`config.mk`:
```
export PLATFORM = sky130hd
export DESIGN_NAME = enc8_3_serial
export DESIGN_NICKNAME = d
export VERILOG_FILES = /design/src/rtl/enc_pkg.sv /design/src/rtl/pri_enc8_3.sv /design/src/rtl/enc8_3_serial.sv
export SDC_FILE = /design/constraint.sdc
export NUM_CORES = 1
export LEC_CHECK = 0
export ABC_AREA = 1
export CORE_MARGIN = 3
export CORE_UTILIZATION = 50
export CTS_BUF_LIST = sky130_fd_sc_hd__clkbuf_4 sky130_fd_sc_hd__clkbuf_8
export DETAILED_ROUTE_END_ITERATION = 7
export GPL_TIMING_DRIVEN = 0
export PLACE_DENSITY = 0.77
export SETUP_SLACK_MARGIN = 0.15
export SYNTH_ARGS = -nofsm -noshare
export SYNTH_HDL_FRONTEND = slang
export SYNTH_SLANG_ARGS = --single-unit
```
`constraint.sdc`:
```
create_clock -name clk -period 1.5 [get_ports clk]
set_input_delay 0.45 -clock clk [delete_from_list [all_inputs] [get_ports clk]]
set_output_delay 0.45 -clock clk [all_outputs]
set_load 0.03 [all_outputs]
```
`src/rtl/enc_pkg.sv`:
```
// Shared constants and state encoding for the serial 8:3 index encoder.
package enc_pkg;

  localparam int unsigned N = 8;
  localparam int unsigned W = 3;

  typedef enum logic {
    IDLE = 1'b0,
    EMIT = 1'b1
  } state_e;

endpackage

```
`src/rtl/pri_enc8_3.sv`:
```
// Combinational priority encoder: index of the highest set bit, 0 when none set.
module pri_enc8_3
  import enc_pkg::*;
(
  input  logic [N-1:0] v,
  output logic [W-1:0] y,
  output logic         any
);

  // Ascending scan so the highest set bit wins.
  always_comb begin
    y = '0;
    for (int i = 0; i < N; i++) begin
      if (v[i]) y = W'(i);
    end
  end

  assign any = |v;

endmodule

```
`src/rtl/enc8_3_serial.sv`:
```
// Serial 8:3 encoder: accepts a request vector and emits the index of each set bit,
// highest first, one per output handshake.
module enc8_3_serial
  import enc_pkg::*;
(
  input  logic         clk,
  input  logic         rst,
  input  logic         en,
  input  logic [N-1:0] req,
  input  logic         req_valid,
  output logic         req_ready,
  output logic [W-1:0] idx,
  output logic         idx_valid,
  input  logic         idx_ready,
  output logic         done,
  output logic         zero_err
);

  state_e         state_q, state_d;
  logic [N-1:0]   pend_q, pend_d;
  logic [W-1:0]   idx_q, idx_d;

  logic [N-1:0]   nxt;
  logic [W-1:0]   req_idx, nxt_idx;
  logic           req_any, nxt_any;
  logic           in_hs, out_hs;
  logic           done_c, zero_err_c;

  assign req_ready = en & (state_q == IDLE);
  assign idx_valid = (state_q == EMIT);
  assign idx       = idx_q;

  assign in_hs  = req_valid & req_ready;
  assign out_hs = idx_valid & idx_ready & en;

  // Remaining bits once the current index has been consumed.
  assign nxt = pend_q & ~(N'(1) << idx_q);

  pri_enc8_3 u_pri_req (
    .v   (req),
    .y   (req_idx),
    .any (req_any)
  );

  pri_enc8_3 u_pri_nxt (
    .v   (nxt),
    .y   (nxt_idx),
    .any (nxt_any)
  );

  // Next-state, pending mask and pulse generation.
  always_comb begin
    state_d    = state_q;
    pend_d     = pend_q;
    idx_d      = idx_q;
    done_c     = 1'b0;
    zero_err_c = 1'b0;
    unique case (state_q)
      IDLE: begin
        if (in_hs) begin
          if (req_any) begin
            pend_d  = req;
            idx_d   = req_idx;
            state_d = EMIT;
          end else begin
            zero_err_c = 1'b1;
          end
        end
      end
      EMIT: begin
        if (out_hs) begin
          if (nxt_any) begin
            pend_d = nxt;
            idx_d  = nxt_idx;
          end else begin
            pend_d  = '0;
            state_d = IDLE;
            done_c  = 1'b1;
          end
        end
      end
      default: state_d = IDLE;
    endcase
  end

  // Reset wins over any handshake in the same cycle, so pulses are suppressed.
  assign done     = done_c & ~rst;
  assign zero_err = zero_err_c & ~rst;

  always_ff @(posedge clk) begin
    if (rst) begin
      state_q <= IDLE;
      pend_q  <= '0;
      idx_q   <= '0;
    end else begin
      state_q <= state_d;
      pend_q  <= pend_d;
      idx_q   <= idx_d;
    end
  end

endmodule

```
==> flow_metrics.tcl, run 1 <==
set metrics [dict create \
    crit_endpoint "done" \
    placed_cell_area_mm2 0.001112 \
    clk_path_buf_depth 2 \
    ys_seq_elements 12 \
    die_width_um 46.30 \
    rows 13 \
    status "did not finish" \
    cts.htree.levels 1 \
    synthesis.instances 134 \
    grt_max_degree 11 \
    error "[ERROR DPL-0038] Utilization greater than 100%, impossible to legalize" \
    worstEpCategory "top-level output" \
    yosys.cell_types.count 22 \
    root_buffer "clkbuf_4" \
    io_buffers 19 \
    cts_sinks 12 \
    synth_top_area_cell "dfxtp_1" \
    yosys-top-cells-area "dfxtp_1, nand2_1, nand3_1" \
    synth_sequential_area_ratio_pct 29.58 \
    syn-num-nets 147 \
    synth_top_cell_area_share_pct 29.58 \
    die_height_um 46.30 \
    place_hpwl_um 1745 \
    gp_congestion 0.8573 \
    avgSynthCellArea_um2 6.060 \
    initial_core_util_pct 57.38 \
    lastStage "global routing" \
    cts_buffers 3 \
    ctsHoldBuffers 0 \
    top_level_ports 20 \
    yosysWarnings 0 \
    syn_area_um2 812.0 \
]
[cell families after synthesis]
| group | synth area share (%) |
|---|---|
| compound gates | 18.80 |
| buf+inv | 8.166 |
| flops | 29.58 |
| simple gates | 43.45 |
[cell usage after synthesis]
cell / count
inv_2: 4
buf_4: 1
nand2_4: 1
nor2_2: 5
nor2_1: 12
nor4_1: 2
clkbuf_1: 1
o21ai_0: 4
clkinv_1: 2
and3_1: 1
a21oi_1: 13
o21bai_1: 2
buf_2: 2
nand4_1: 1
nand2_2: 4
nor3_1: 2
a31oi_1: 2
dfxtp_1: 12
inv_1: 6
nand2_1: 32
o21ai_1: 8
nand3_1: 17
[what timing repair did]
| item | 4_1_cts |
|---|---|
| setup endpoints to repair | 18 |
| pin swaps | 20 |
| gates cloned | 1 |
| buffers inserted | 10 |
| gates resized for setup | 111 |
[per-stage QoR]
stage / setup slack [ps] / std cells
4_1_cts: -495.0 / 183
3_5_place_dp: -1119 / 168
3_3_place_gp: -1094 / 168
2_1_floorplan: -127.9 / 134
==> inputs of run 2 (changes only) <==
CORE_AREA = 3 3 64 66   (was not set)
CORE_MARGIN = not set   (was 3)
CORE_UTILIZATION = not set   (was 50)
CTS_BUF_LIST = not set   (was sky130_fd_sc_hd__clkbuf_4 sky130_fd_sc_hd__clkbuf_8)
DIE_AREA = 0 0 67 69   (was not set)
PLACE_DENSITY = not set   (was 0.77)
PLACE_DENSITY_LB_ADDON = 0.15   (was not set)
SETUP_SLACK_MARGIN = not set   (was 0.15)
==> flow_metrics.tcl, run 2 <==
set metrics [dict create \
    status "finished, violations left" \
    failed_checks "negative setup slack" \
    ys.flop_type "dfxtp_1" \
    yosys.cell_types.count 22 \
    routed_wl_um 2940 \
    crit_path_max_fanout 6 \
    setup_viol 3 \
    ant_nets 0 \
    clk_pin_slew_ps 60 \
    cp-end-kind "primary output" \
    synth_sequential_area_ratio_pct 29.58 \
    nNetsFinal 188 \
    crit_arrival_ps 1540 \
    hp-class "primary input to flop" \
    io_buffers 19 \
    syn-num-nets 147 \
    synth_top_area_cell "dfxtp_1" \
    layout_common_cells "nand2_1, buf_4, a21oi_1" \
    seqPwrFrac_pct 33.8 \
    antenna_found_initial 0 \
    dieArea_mm2 0.004623 \
    comb_power_share_pct 37.2 \
    maxCapViolCount 0 \
    largest_register_ffs 8 \
    placed_cell_area_mm2 0.001129 \
    finClkSkew_ps 1.370 \
    ir_worst_vdd_mv 0.4357 \
    gp_congestion 0.7967 \
    reg2reg_to "idx_valid$_SDFF_PP0_" \
    die_width_um 67 \
    timing_hold_violations_final 0 \
    area_delta_synth_final_pct 85.36 \
    initial_core_util_pct 22.35 \
    startpoint_type "flop" \
    min_to "pend_q[0]$_SDFFE_PP0P_" \
    layout-drive-gt1-share_pct 51.72 \
    clkLatencyLatePin_ps 240 \
    drtIter0Drc 34 \
    dr.pass1.iters 4 \
    rsz0062_at_grt "true" \
    cts_buffers 3 \
    worst_pin_slew_ps 295.5 \
    r2r_cells 9 \
    critPathKind "flop to primary output" \
    final_common_cell "nand2_1" \
    postSynth.asyncResetShare_pct 0 \
    syn_area_um2 812.0 \
    drc 0 \
    reg2reg_slack_ps 70 \
    min_from "req[0]" \
    yosysWarnings 0 \
    avgSynthCellArea_um2 6.060 \
    setup_tns_ps -748.9 \
    routed-via-count 1040 \
    grt_pass1_wl_um 4450 \
    wl_per_cell_um 13.24 \
    intPower_uw 784.8 \
    power_density_mw_per_mm2 831.0 \
    rows 22 \
    die_height_um 69 \
    place_hpwl_um 1987 \
    yosysMostFrequentCell "nand2_1" \
    fin_area_mm2 0.001505 \
    pre_cts_ws_ps -1144 \
    synthesis.instances 134 \
    overflow 0 \
    regMostFlops "pend_q" \
    period_minus_slack_ps 1994 \
    pwr-share-clk_pct 28.9 \
    root_buffer "clkbuf_8" \
    hold_path_depth 3 \
    n_antenna_cell 0 \
    synth_common_cells "nand2_1, nand3_1, a21oi_1" \
    maxSlewViolCount 0 \
    yosys-top-cells-area "dfxtp_1, nand2_1, nand3_1" \
    synth_edf_count 0 \
    synth_top_cell_area_share_pct 29.58 \
    cts_tree "yes" \
    fmax_mhz 501.6 \
    worst_slack_ps -493.8 \
    via_per_inst 4.685 \
    p_switching_uw 466.0 \
    cts.htree.levels 1 \
    min_period_over_period_pct 132.9 \
    clk_path_buf_depth 2 \
    grt_pass1_vias 996 \
    grt_max_degree 11 \
    p_leak_uw 0.0006194 \
    core_mm2 0.003633 \
    cts_sinks 12 \
    switching_share_pct 37.25 \
    top_level_ports 20 \
    gr-usage-all-layers_pct 12.43 \
    crit_required_ps 1050 \
    r2r_start "idx[1]$_SDFFE_PP0P_" \
    whs_ps 487.3 \
    ys_seq_elements 12 \
    max_slew_margin_pct 80.38 \
]
## run 2: how the worst max path moves through the flow
stage	to	depth (start not counted)	slack, ps	start
3_3_place_gp	zero_err	5	-1160	req[6]
3_5_place_dp	zero_err	5	-1140	req[6]
4_1_cts	done	8	-490	idx[2]$_SDFFE_PP0P_
2_1_floorplan	done	7	-130	idx[0]$_SDFFE_PP0P_
6_report	done	8	-490	idx[1]$_SDFFE_PP0P_
5_1_grt	done	8	-590	idx[1]$_SDFFE_PP0P_
## run 2: power by group through the flow
| stage | Clock, µW | Combinational [µW] | Sequential, µW |
|---|---|---|---|
| 2_1_floorplan | 0 | 198 | 420 |
| 3_3_place_gp | 0 | 339 | 402 |
| 3_5_place_dp | 0 | 337 | 404 |
| 4_1_cts | 370 | 386 | 412 |
| 5_1_grt | 388 | 506 | 429 |
| 6_report | 362 | 466 | 423 |
## run 2: layout make-up
type / count / area (µm²)
timing repair buffer: 36 / 281.5
sequential: 12 / 255.2
multi-input combinational: 106 / 742.0
inverter: 12 / 72.57
fill: 406 / 2128
clock buffer: 4 / 55.05
tap: 48 / 60.06
buffer: 4 / 38.79
## run 2: worst max-delay path, cell delays in order (launching register included)
cell and delay, ps:
dfxtp_4 400, inv_8 100, nand3_4 90, nand2_4 80
nand2_2 60, nor2_4 100, nand4_1 180, nor2_4 150
buf_6 130
## run 2: per-layer routing
metal / wire [µm] / GRT usage, % / vias to the layer above / share of wire [%]
met3: 148 / 4.886 / 2 / 5.0
li1: - / - / 526 / -
met5: 0 / 0 / - / 0
met2: 1440 / 19.32 / 23 / 49
met1: 1328 / 16.12 / 489 / 45
met4: 23 / 2.477 / 0 / 0.78
## run 2: kinds of logic after synthesis
family	synth area share [%]
DFF	29.58
and+or+nand+nor	43.45
buffers and inverters	8.166
AOI/OAI and AO/OA	18.80
## run 2: repair_timing
| item | in CTS | in global routing |
|---|---|---|
| buffers inserted | 6 | 11 |
| pin swaps | 18 | 23 |
| resized for setup | 78 | 45 |
| hold buffers | 0 | 0 |
| cloned | 1 | 0 |
| endpoints found under the setup margin | 18 | 18 |
## run 2: through the flow
stage	cells	util (%)	total power [µW]
2_1_floorplan	134	-	617.6
3_3_place_gp	201	31.06	740.9
3_5_place_dp	201	31.06	741.8
4_1_cts	212	37.33	1168
5_1_grt	222	41.43	1323
6_report	222	41.43	1251
Power figures use the tool's default switching activity.
